[config.mk]
export PLATFORM = sky130hd
export DESIGN_NAME = flex_counter_bank_flat
export DESIGN_NICKNAME = d
export VERILOG_FILES = /design/src/rtl/flex_pkg.sv /design/src/rtl/flex_counter_bank_if.sv /design/src/rtl/flex_counter_ch.sv /design/src/rtl/flex_counter_bank.sv /design/src/flat_wrapper.sv
export SDC_FILE = /design/constraint.sdc
export NUM_CORES = 1
export LEC_CHECK = 0
export CAP_MARGIN = 20
export CORE_ASPECT_RATIO = 0.9
export CORE_MARGIN = 5
export CORE_UTILIZATION = 35
export DETAILED_ROUTE_END_ITERATION = 7
export PLACE_DENSITY = 0.62
export SYNTH_ARGS = -nofsm -noshare
export SYNTH_HDL_FRONTEND = slang
export SYNTH_SLANG_ARGS = --single-unit
[constraint.sdc]
create_clock -name clk -period 2.3 [get_ports clk]
set_clock_uncertainty 0.2 [all_clocks]
set_input_delay 0.46 -clock clk [delete_from_list [all_inputs] [get_ports clk]]
set_output_delay 0.46 -clock clk [all_outputs]
set_load 0.05 [all_outputs]
[src/rtl/flex_pkg.sv]
// flex_pkg: shared types and constants for the flexible counter bank.
`default_nettype none

package flex_pkg;

  localparam int CNT_MODE_W = 2;

  typedef enum logic [CNT_MODE_W-1:0] {
    MODE_WRAP = 2'b00,
    MODE_STOP = 2'b01
  } cnt_mode_t;

  // Only the exact STOP code stops; 2'b1x falls back to wrapping.
  function automatic logic mode_stops(input logic [CNT_MODE_W-1:0] m);
    return m == MODE_STOP;
  endfunction

endpackage

`default_nettype wire

[src/rtl/flex_counter_bank_if.sv]
// flex_counter_bank_if: control/status bundle for the counter bank.
`default_nettype none

interface flex_counter_bank_if #(
  parameter int NUM_CNT_BITS = 4,
  parameter int NUM_CH       = 2
);
  import flex_pkg::*;

  logic [NUM_CH-1:0]              clear;
  logic [NUM_CH-1:0]              load;
  logic [NUM_CH*NUM_CNT_BITS-1:0] load_val;
  logic [NUM_CH-1:0]              count_enable;
  logic [NUM_CH-1:0]              count_down;
  logic [NUM_CH*CNT_MODE_W-1:0]   mode;
  logic [NUM_CH*NUM_CNT_BITS-1:0] rollover_val;
  logic [NUM_CH*NUM_CNT_BITS-1:0] count_out;
  logic [NUM_CH-1:0]              rollover_flag;
  logic [NUM_CH-1:0]              rollover_pulse;
  logic                           any_rollover;

  modport master (
    output clear, load, load_val, count_enable, count_down, mode, rollover_val,
    input  count_out, rollover_flag, rollover_pulse, any_rollover
  );

  modport slave (
    input  clear, load, load_val, count_enable, count_down, mode, rollover_val,
    output count_out, rollover_flag, rollover_pulse, any_rollover
  );

endinterface

`default_nettype wire

[src/rtl/flex_counter_ch.sv]
// flex_counter_ch: one up/down counter channel with programmable terminal value.
`default_nettype none

module flex_counter_ch
  import flex_pkg::*;
#(
  parameter int NUM_CNT_BITS = 4
) (
  input  logic                    clk,
  input  logic                    rst,
  input  logic                    clear,
  input  logic                    load,
  input  logic [NUM_CNT_BITS-1:0] load_val,
  input  logic                    step_en,
  input  logic                    count_down,
  input  logic [CNT_MODE_W-1:0]   mode,
  input  logic [NUM_CNT_BITS-1:0] rollover_val,
  output logic [NUM_CNT_BITS-1:0] count,
  output logic                    flag,
  output logic                    pulse,
  output logic                    wrap_strobe
);

  localparam logic [NUM_CNT_BITS-1:0] C_ONE = NUM_CNT_BITS'(1);

  logic [NUM_CNT_BITS-1:0] w_term;
  logic [NUM_CNT_BITS-1:0] w_stepped;
  logic                    w_rv_zero;
  logic                    w_at_term;
  logic                    w_stop;
  logic                    w_step;

  assign w_term    = count_down ? C_ONE : rollover_val;
  assign w_rv_zero = (rollover_val == '0);
  assign w_at_term = (count == w_term);
  assign w_stop    = mode_stops(mode);
  assign w_step    = step_en & ~clear & ~load & ~w_rv_zero;

  assign wrap_strobe = w_step & w_at_term & ~w_stop;

  always_comb begin
    w_stepped = count;
    if (count_down) begin
      w_stepped = (count <= C_ONE) ? rollover_val : count - C_ONE;
    end else begin
      w_stepped = (count >= rollover_val) ? C_ONE : count + C_ONE;
    end
  end

  always_ff @(posedge clk or posedge rst) begin
    if (rst) begin
      count <= '0;
      flag  <= 1'b0;
      pulse <= 1'b0;
    end else if (clear) begin
      count <= '0;
      flag  <= 1'b0;
      pulse <= 1'b0;
    end else if (load) begin
      count <= load_val;
      flag  <= ~w_rv_zero & (load_val == w_term);
      pulse <= 1'b0;
    end else if (step_en & w_rv_zero) begin
      // A zero terminal value disables the channel: count freezes, flag drops.
      flag  <= 1'b0;
      pulse <= 1'b0;
    end else if (w_step & ~(w_stop & w_at_term)) begin
      count <= w_stepped;
      flag  <= (w_stepped == w_term);
      pulse <= (w_stepped == w_term) & ~flag;
    end else begin
      pulse <= 1'b0;
    end
  end

endmodule

`default_nettype wire

[src/rtl/flex_counter_bank.sv]
// flex_counter_bank: NUM_CH flexible counters with optional same-cycle cascading.
`default_nettype none

module flex_counter_bank
  import flex_pkg::*;
#(
  parameter int NUM_CNT_BITS = 4,
  parameter int NUM_CH       = 2,
  parameter int CASCADE      = 0
) (
  input logic               clk,
  input logic               rst,
  flex_counter_bank_if.slave bus
);

  logic [NUM_CH-1:0] w_step_en;
  logic [NUM_CH-1:0] w_wrap_strobe;
  logic [NUM_CH-1:0] w_pulse;

  generate
    for (genvar i = 0; i < NUM_CH; i++) begin : g_ch
      if ((CASCADE != 0) && (i > 0)) begin : g_cascade
        // Ripples within one cycle: ch i steps on the same edge ch i-1 wraps.
        assign w_step_en[i] = bus.count_enable[i] & w_wrap_strobe[i-1];
      end else begin : g_direct
        assign w_step_en[i] = bus.count_enable[i];
      end

      flex_counter_ch #(
        .NUM_CNT_BITS(NUM_CNT_BITS)
      ) u_ch (
        .clk         (clk),
        .rst         (rst),
        .clear       (bus.clear[i]),
        .load        (bus.load[i]),
        .load_val    (bus.load_val[i*NUM_CNT_BITS +: NUM_CNT_BITS]),
        .step_en     (w_step_en[i]),
        .count_down  (bus.count_down[i]),
        .mode        (bus.mode[i*CNT_MODE_W +: CNT_MODE_W]),
        .rollover_val(bus.rollover_val[i*NUM_CNT_BITS +: NUM_CNT_BITS]),
        .count       (bus.count_out[i*NUM_CNT_BITS +: NUM_CNT_BITS]),
        .flag        (bus.rollover_flag[i]),
        .pulse       (w_pulse[i]),
        .wrap_strobe (w_wrap_strobe[i])
      );
    end
  endgenerate

  assign bus.rollover_pulse = w_pulse;
  assign bus.any_rollover   = |w_pulse;

  // The last channel's strobe (and all strobes without cascading) have no consumer.
  logic unused_strobes;
  assign unused_strobes = ^w_wrap_strobe;

endmodule

`default_nettype wire

[src/flat_wrapper.sv]
// flat-port wrapper written by rule: the top's interface ports become plain ports
module flex_counter_bank_flat import flex_pkg::*;
#(
  parameter int NUM_CNT_BITS = 4,
  parameter int NUM_CH       = 2,
  parameter int CASCADE      = 0
)
  (clk, rst, bus_clear, bus_load, bus_load_val, bus_count_enable, bus_count_down, bus_mode, bus_rollover_val, bus_count_out, bus_rollover_flag, bus_rollover_pulse, bus_any_rollover);
  flex_counter_bank_if #(.NUM_CNT_BITS(NUM_CNT_BITS), .NUM_CH(NUM_CH)) bus_i ();
  input logic clk;
  input logic rst;
  input wire logic [$bits(bus_i.clear)-1:0] bus_clear;
  input wire logic [$bits(bus_i.load)-1:0] bus_load;
  input wire logic [$bits(bus_i.load_val)-1:0] bus_load_val;
  input wire logic [$bits(bus_i.count_enable)-1:0] bus_count_enable;
  input wire logic [$bits(bus_i.count_down)-1:0] bus_count_down;
  input wire logic [$bits(bus_i.mode)-1:0] bus_mode;
  input wire logic [$bits(bus_i.rollover_val)-1:0] bus_rollover_val;
  output wire logic [$bits(bus_i.count_out)-1:0] bus_count_out;
  output wire logic [$bits(bus_i.rollover_flag)-1:0] bus_rollover_flag;
  output wire logic [$bits(bus_i.rollover_pulse)-1:0] bus_rollover_pulse;
  output wire logic [$bits(bus_i.any_rollover)-1:0] bus_any_rollover;
  assign bus_i.clear = bus_clear;
  assign bus_i.load = bus_load;
  assign bus_i.load_val = bus_load_val;
  assign bus_i.count_enable = bus_count_enable;
  assign bus_i.count_down = bus_count_down;
  assign bus_i.mode = bus_mode;
  assign bus_i.rollover_val = bus_rollover_val;
  assign bus_count_out = bus_i.count_out;
  assign bus_rollover_flag = bus_i.rollover_flag;
  assign bus_rollover_pulse = bus_i.rollover_pulse;
  assign bus_any_rollover = bus_i.any_rollover;
  flex_counter_bank #(.NUM_CNT_BITS(NUM_CNT_BITS), .NUM_CH(NUM_CH), .CASCADE(CASCADE)) u_core (.clk(clk), .rst(rst), .bus(bus_i));
endmodule
* Yosys cells after proc, flatten, opt, wreduce, memory -nomap -nowiden
Cells that the tools add are included.
** Word-level totals
- Bits in registers :: 12
- Output and inout bits :: 13
- Word-level logic and storage cells :: 91
** Cells by class
- Add/subtract/negate cells :: 4
- Order comparisons :: 4
- Equality and inequality tests :: 10
- Mux-type cells :: 32
- Bitwise gates (word level) :: 26
- Reduce and logical (&&, ||, !) cells :: 9
** Operators with widths (count)
- 4-bit two-way mux :: 16
- 4-bit == test :: 6
- 1-bit bitwise AND :: 16
- 1-bit two-way mux :: 16
- 1-bit NOT :: 10
- 4-bit by 1-bit adder with 4-bit output, second input constant :: 2
- 4-bit >= comparator :: 2
- 4-bit by 1-bit less-or-equal comparator with 1-bit output, second input constant :: 2
- 4-bit logical NOT :: 2
- 4-bit nonzero test :: 2
- 4-bit by 1-bit subtractor with 4-bit output, second input constant :: 2
- 3-bit inequality test, second input constant :: 2
- 3-bit nonzero test :: 2
- 2-bit by 1-bit == test with 1-bit output, second input constant :: 2
- 2-bit AND reduction :: 2
- 2-bit OR reduction :: 1

* Logic depth before layout (Yosys ltp)
Gate-level depths: netlist (run 1).
- Word-level depth :: 9
- Mapped depth :: 10

* Hierarchy
From an unflattened synthesis (run 1), not the netlist that was laid out.
** Unflattened totals
- Cell total of the unflattened synthesis :: 251
- Area total of the unflattened synthesis :: 2068.2 um^2
** By module, submodules not included
- flex_counter_ch :: times used 2, cells each 125, area an instance 1031.0 um^2
- flex_counter_bank :: times used 1, cells each 1, area an instance 6.3 um^2

* Worst setup path before layout (run 1)
OpenSTA, ideal clock, no wires.
- Path kind :: register -> register
- Start :: reg u_core.g_ch[1].u_ch.count[0]
- End :: reg u_core.g_ch[1].u_ch.flag
- Setup time :: 0.087 ns
- Arrival time :: 2.638 ns
- Data required time :: 2.013 ns
- Path slack :: -0.624 ns
- Cell stages (with the launch flop) :: 9
- Path buffers :: 0
- Clock period less this slack :: 2.924 ns
- Cell sequence :: dfrtp_1 -> inv_1 -> ha_1 -> or3b_1 -> a21oi_1 -> mux2_2 -> o221ai_1 -> nand4_1 -> o211ai_1
** On the way
- Cells in the longest elaborated chain, start to end :: 8
** RTL lines
- from (decl) :: line flex_counter_ch.sv:18 : output logic [NUM_CNT_BITS-1:0] count,
- from (signal assigned) :: line flex_counter_ch.sv:60 : count <= load_val;
- from (signal assigned) :: line flex_counter_ch.sv:68 : count <= w_stepped;
- 4-bit by 1-bit adder with 4-bit output (tied with other cells) :: line flex_counter_ch.sv:46 : w_stepped = (count >= rollover_val) ? C_ONE : count + C_ONE;
- 4-bit two-way mux, on equally long branches :: line flex_counter_ch.sv:46, flex_counter_ch.sv:44
- 4-bit two-way mux :: line flex_counter_ch.sv:43 : if (count_down) begin
- 4-bit == test :: line flex_counter_ch.sv:69 : flag <= (w_stepped == w_term);
- 1-bit two-way mux :: line flex_counter_ch.sv:67 : end else if (w_step & ~(w_stop & w_at_term)) begin
- 1-bit two-way mux :: line flex_counter_ch.sv:63 : end else if (step_en & w_rv_zero) begin
- 1-bit two-way mux :: line flex_counter_ch.sv:59 : end else if (load) begin
- 1-bit two-way mux :: line flex_counter_ch.sv:55 : end else if (clear) begin
- to (signal assigned) :: line flex_counter_ch.sv:61 : flag <= ~w_rv_zero & (load_val == w_term);
- to (signal assigned) :: line flex_counter_ch.sv:69
- to (decl) :: line flex_counter_ch.sv:19 : output logic flag,
Parallel ways exist; a longest one is shown, timed or not. The select of a mux whose other input is x is not followed.
A chain may end at the register's enable or synchronous reset.

* Final worst setup path (run 1)
- Start :: reg u_core.g_ch[1].u_ch.count[0]
- End :: reg u_core.g_ch[1].u_ch.pulse
** On the way
- Cells in the longest elaborated chain, start to end :: 9
** RTL lines
- 4-bit by 1-bit adder with 4-bit output (tied with other cells) :: line flex_counter_ch.sv:46
- 4-bit two-way mux, on equally long branches :: line flex_counter_ch.sv:46, flex_counter_ch.sv:44
- 4-bit two-way mux :: line flex_counter_ch.sv:43
- 4-bit == test :: line flex_counter_ch.sv:70 : pulse <= (w_stepped == w_term) & ~flag;
- 1-bit bitwise AND :: line flex_counter_ch.sv:70
- 1-bit two-way mux * :: line flex_counter_ch.sv:67
- 1-bit two-way mux * :: line flex_counter_ch.sv:63
- 1-bit two-way mux * :: line flex_counter_ch.sv:59
- 1-bit two-way mux * :: line flex_counter_ch.sv:55
- to (signal assigned) :: line flex_counter_ch.sv:70
- to (decl) :: line flex_counter_ch.sv:20 : output logic pulse,
Mark *: on every way between the ends. The rest lies on a longest branch, timed or not.

==> impl_metrics.json, run 1 <==
{
  "status": "complete, but fails checks",
  "violations": "negative setup slack",
  "post-route-util_pct": 61.1,
  "grt_pass1_wl_um": 11300,
  "ys_types": 63,
  "fmax_ghz": 0.405,
  "finalWorstSetupSlack_ns": -0.168,
  "arrival_ns": 2.42,
  "synth_xor_area_share_pct": 4.54,
  "cpMaxStageDelayCell": "dfrtp_4",
  "slew_headroom_pct": 66.4,
  "power_density_nw_per_um2": 387,
  "row_count": 25,
  "synth_compound_area_share_pct": 30.9,
  "gp_congestion": 0.919,
  "synth_ff_type": "dfrtp_1",
  "synth-edff-count": 0,
  "clockRootBuffer": "clkbuf_8",
  "die-area_sq_um": 7100,
  "place_hpwl_um": 5620,
  "die_y_um": 80.4,
  "fin_nets": 405,
  "path_class": "reg2reg",
  "hold_class": "reg2reg",
  "cp_top_family": "simple AND/OR/NAND/NOR gates",
  "synth-async-reset-ratio_pct": 100,
  "yosysMostFrequentCell": "inv_1",
  "ios": 43,
  "synth_seq_cells": 12,
  "ant_nets": 0,
  "area_delta_synth_final_pct": 68.4,
  "startpoint_type": "register",
  "clock_path_buffers": 2,
  "synth_area_leaders": "dfrtp_1, ha_1, o21ai_0",
  "setup_violations": 5,
  "drc": 0,
  "crit_path_max_fanout": 3,
  "htree_levels": 1,
  "drt_iter0_markers": 162,
  "slew_viol_final": 0,
  "peakVddDrop_v": 0.000337,
  "fillers": 463,
  "yosysWarnings": 0,
  "tightest_slew_ns": 0.502,
  "dp_slack_ns": -0.693,
  "critPathBufInv": 1,
  "crit_chain": "inv_4, ha_4, or3b_4, a21o_1, o21a_1, o32ai_2, nand4_1, nor3b_2",
  "wirelength_um": 7240,
  "max_cap_violations": 0,
  "ys_seq_area_share_pct": 15.6,
  "vias_per_cell": 5.57,
  "syn_nets": 301,
  "synth_fa_ha_area_share_pct": 9.08,
  "io_buffers": 42,
  "hold_buffers": 0,
  "wl_per_cell_um": 17.0,
  "period_share_pct": 107,
  "synth_area_sq_um": 1930,
  "p_leak_nw": 1.40,
  "rrSetupSlack_ns": -0.17,
  "grt_max_degree": 16,
  "initial_core_util_pct": 36.3,
  "worstPathRequired_ns": 2.25,
  "dpl_cell_area_sq_um": 2910,
  "grt_pass1_vias": 2266,
  "synthTopCellsByCount": "inv_1, nor2_1, o21ai_0",
  "clock-sinks": 12,
  "yosysTopAreaCellShare_pct": 15.6,
  "die-width_um": 88.3,
  "synth_top_area_cell": "dfrtp_1",
  "regArea_sq_um": 312,
  "cts_tree": "yes",
  "post-route-min-period_ns": 2.47,
  "post_route_cells_drive_above_1_share_pct": 43.2,
  "totalPowerFinal_mw": 1.26,
  "avgSynthCellArea_sq_um": 7.51,
  "synthCells": 257,
  "dr.pass1.iters": 4,
  "hold_viol": 0,
  "synth_simple_gate_area_share_pct": 26.3,
  "fin_tns_setup_ns": -0.567,
  "cpPeakStageDelay_ns": 0.50,
  "muxShareOfSynthArea_pct": 3.70,
  "cp-end-kind": "register",
  "clk_latency_ns": 0.23,
  "antenna_found_initial": 0,
  "cts_buffers": 3,
  "synth_top_family_by_area": "compound AO/OA/AOI/OAI gates",
  "diodes": 0,
  "rsz0062_at_grt": "true",
  "track_usage_pct": 19.9,
  "overflow": 0,
  "core-area_sq_um": 5320,
  "cts.clk_slew.worst_paths_ns": 0.05,
  "multiInputGateArea_sq_um": 1740,
  "fin_area_sq_um": 3250,
  "vias": 2371
}
per-layer routing:
metal  vias up  wire length, um  track usage, %
li1       1157                -               -
met1      1126             3580            31.3
met2        86             3150            29.2
met3         2              497            2.36
met4         0               14            2.42
met5         -                0               0
sequential cells by signal (all words and copies together), names as in the netlist:
| signal | count |
|---|---|
| u_core.g_ch.u_ch.count | 8 |
| u_core.g_ch.u_ch.flag | 2 |
| u_core.g_ch.u_ch.pulse | 2 |
cell usage in the layout (no fill, tap or decap), types with 9 or more instances in the layout:
cell             synthesis  final
a21oi_1                 14     12
buf_4                    6     76
clkdlybuf4s50_1          0     23
dlygate4sd2_1            0      9
inv_1                   23     14
nand2b_1                13     12
nor2_1                  21     16
o21ai_0                 18     13
path summary, 6_finish.rpt:
path	from	to	depth (start not counted)
max reg2reg	u_core.g_ch[1].u_ch.count[0]	u_core.g_ch[1].u_ch.pulse	8
max	u_core.g_ch[1].u_ch.count[0]	u_core.g_ch[1].u_ch.pulse	8
min reg2reg	u_core.g_ch[0].u_ch.flag	u_core.g_ch[0].u_ch.pulse	1
min in group asynchronous	rst	u_core.g_ch[1].u_ch.count[3]	2
min	u_core.g_ch[0].u_ch.flag	u_core.g_ch[0].u_ch.pulse	1
max in group asynchronous	rst	u_core.g_ch[1].u_ch.count[0]	2
layout make-up:
type                            instances  share of cell area [%]
Clock buffer                            3                    1.27
Inverter                               23                    2.81
Multi-Input combinational cell        204                    53.7
Sequential cell                        12                    9.59
Tap cell                               67                    2.58
Timing Repair Buffer                  117                    30.0
power by group:
part	leakage, nW	switching, mW	internal [mW]
Clock	0.0216	0.0678	0.115
Sequential	0.150	0.0214	0.228
Combinational	1.23	0.416	0.410
repair_timing:
action | 4_1_cts | 5_1_grt
gates resized for setup | 37 | 37
pin swaps | 18 | 20
cloned | 0 | 0
setup endpoints to repair | 12 | 12
hold endpoints to repair | 0 | 0
setup buffers | 2 | 2
cell families after synthesis:
logic type                 Yosys count
buffers and inverters               41
and+or+nand+nor                     90
DFF                                 12
AOI/OAI and AO/OA                   83
adders and majority gates           14
xor gates and xnor gates            10
muxes                                7
metrics by stage:
stage | hold WS, ns | cells
after floorplan | 0.124 | 257
after CTS | 0.298 | 424
after global placement | 0.282 | 419
after global routing | 0.320 | 426
final | 0.295 | 426
after detailed placement | 0.274 | 419
(Power assumes the default switching activity.)
==> run 2, diff against run 1 <==
==> constraint.sdc (replaced) <==
create_clock -name clk -period 2.02 [get_ports clk]
set_clock_uncertainty 0.2 [all_clocks]
set_input_delay 0.404 -clock clk [delete_from_list [all_inputs] [get_ports clk]]
set_output_delay 0.404 -clock clk [all_outputs]
set_load 0.005 [all_outputs]
==> impl_metrics.json, run 2 (same netlist as run 1, synthesis figures left out) <==
{
  "grt_pass1_wl_um": 12300,
  "die-area_sq_um": 7100,
  "layout_commonest_cell": "buf_4",
  "dp_slack_ns": -0.898,
  "setup_violations": 12,
  "hold_viol": 0,
  "cts.clk_slew.worst_paths_ns": 0.06,
  "top_regs": "u_core.g_ch.u_ch.count x8, u_core.g_ch.u_ch.flag x2, u_core.g_ch.u_ch.pulse x2",
  "clock_path_buffers": 2,
  "grt_max_degree": 13,
  "cpMaxStageDelayCell": "dfrtp_2",
  "clk_latency_ns": 0.24,
  "mostFrequentLayoutCells": "buf_4, clkdlybuf4s50_1, buf_6",
  "post_route_cells_drive_above_1_share_pct": 47.4,
  "antenna_found_initial": 0,
  "power_density_nw_per_um2": 447,
  "dpl.cell_count": 422,
  "place_hpwl_um": 5670,
  "whs_ns": 0.258,
  "dpl_cell_area_sq_um": 2950,
  "fin_area_sq_um": 3600,
  "cpPeakStageDelay_ns": 0.42,
  "cp_top_family": "compound AO/OA/AOI/OAI gates",
  "post-route-util_pct": 67.6,
  "slew_viol_final": 0,
  "row_count": 25,
  "wl_per_cell_um": 18.9,
  "worstPathRequired_ns": 1.97,
  "overflow": 0,
  "crit_chain": "inv_2, ha_4, or3b_4, a21oi_4, mux2_4, o221ai_2, nand4_1, o211ai_1",
  "dr.pass1.iters": 7,
  "reg2regPathDepth": 8,
  "fillers": 432,
  "wirelength_um": 8260,
  "ant_nets": 0,
  "clock-sinks": 12,
  "fin_cells": 438,
  "cp-end-kind": "register",
  "die-width_um": 88.3,
  "gp_congestion": 0.980,
  "ios": 43,
  "tightest_slew_ns": 0.445,
  "area_delta_synth_final_pct": 86.4,
  "clockRootBuffer": "clkbuf_8",
  "hold_buffers": 0,
  "core-area_sq_um": 5320,
  "arrival_ns": 2.44,
  "die_y_um": 80.4,
  "diodes": 0,
  "fin_nets": 416,
  "grt_pass1_vias": 2502,
  "startpoint_type": "register",
  "drt_iter0_markers": 223,
  "track_usage_pct": 22.0,
  "vias_per_cell": 5.84,
  "vias": 2558,
  "cts_tree": "yes",
  "crit_path_max_fanout": 3,
  "slew_headroom_pct": 70.3,
  "initial_core_util_pct": 36.3,
  "htree_levels": 1,
  "rsz0062_at_grt": "true",
  "hold_class": "in2async",
  "post-route-min-period_ns": 2.49,
  "period_share_pct": 123,
  "status": "complete, but fails checks",
  "finalWorstSetupSlack_ns": -0.471,
  "peakVddDrop_v": 0.000332,
  "io_buffers": 42,
  "critPathBufInv": 1,
  "regMostFlops": "u_core.g_ch.u_ch.count",
  "cts_buffers": 3,
  "fmax_ghz": 0.401,
  "violations": "negative setup slack",
  "largest_reg_flops": 8,
  "p_leak_nw": 1.53,
  "drc": 0,
  "path_class": "reg2reg",
  "max_cap_violations": 0,
  "path_depth": 8
}
run 2: cell count changes in the layout (fill, tap and decap cells not counted), moves of 4 or more:
cell             delta
buf_4               -9
a21oi_2             +4
nor2_4              +4
buf_6              +12
a21oi_1             -4
clkdlybuf4s50_1     +6
dfrtp_1             +4
run 2: per-stage QoR:
stage / total power, mW / setup TNS, ns
2_1_floorplan: 0.685 / -1.55
3_3_place_gp: 1.04 / -8.47
3_5_place_dp: 1.05 / -8.92
4_1_cts: 1.48 / -2.77
5_1_grt: 1.69 / -4.12
6_report: 1.61 / -3.41
run 2: power by group:
group | leakage (nW) | switching, mW | internal [mW]
sequential | 0.156 | 0.0268 | 0.257
clock | 0.0288 | 0.0956 | 0.172
combinational | 1.35 | 0.495 | 0.559
run 2: area by class of cell:
class / count / area, sq um / share of cell area [%]
tap: 67 / 83.8 / 2.33
inverter: 23 / 91.3 / 2.54
multi-input combinational: 204 / 1930 / 53.8
timing repair buffer: 128 / 1130 / 31.3
sequential: 12 / 304 / 8.46
clock buffer: 4 / 55.1 / 1.53
run 2: routing by layer:
metal	global-route usage, %	vias to the layer above	routed length [um]
li1	-	1185	-
met3	3.69	38	677
met4	4.83	0	266
met5	0	-	0
met1	31.5	1212	3510
met2	34.2	123	3810
run 2: timing repair:
item	in CTS	in global routing
pin swaps	30	13
setup endpoints to repair	13	15
cloned	0	0
resized for setup	94	33
setup buffers	10	7
endpoints found under the hold margin	0	0
run 2: worst reg2reg max path, stage by stage (launching register included):
cell      delay (ns)
dfrtp_2         0.42
inv_2           0.09
ha_4            0.20
or3b_4          0.41
a21oi_4         0.18
mux2_4          0.33
o221ai_2        0.17
nand4_1         0.16
o211ai_1        0.23
run 2: worst paths after layout:
path	start	end	slack [ns]
worst min register to register	u_core.g_ch[0].u_ch.flag	u_core.g_ch[0].u_ch.pulse	0.30
worst min-delay path	rst	u_core.g_ch[0].u_ch.flag	0.26
max in group asynchronous	rst	u_core.g_ch[0].u_ch.count[0]	1.02
worst max-delay path	u_core.g_ch[1].u_ch.count[0]	u_core.g_ch[1].u_ch.flag	-0.47
worst max register to register	u_core.g_ch[1].u_ch.count[0]	u_core.g_ch[1].u_ch.flag	-0.47
min in group clk	u_core.g_ch[0].u_ch.flag	u_core.g_ch[0].u_ch.pulse	0.30
==> run 3, diff against run 2 <==
CAP_MARGIN = default   (was 20)
CTS_BUF_LIST = sky130_fd_sc_hd__clkbuf_8 sky130_fd_sc_hd__clkbuf_16   (was default)
==> results of run 3 <==
Same layout as run 2: the final DEF is identical, and so are final timing and power.
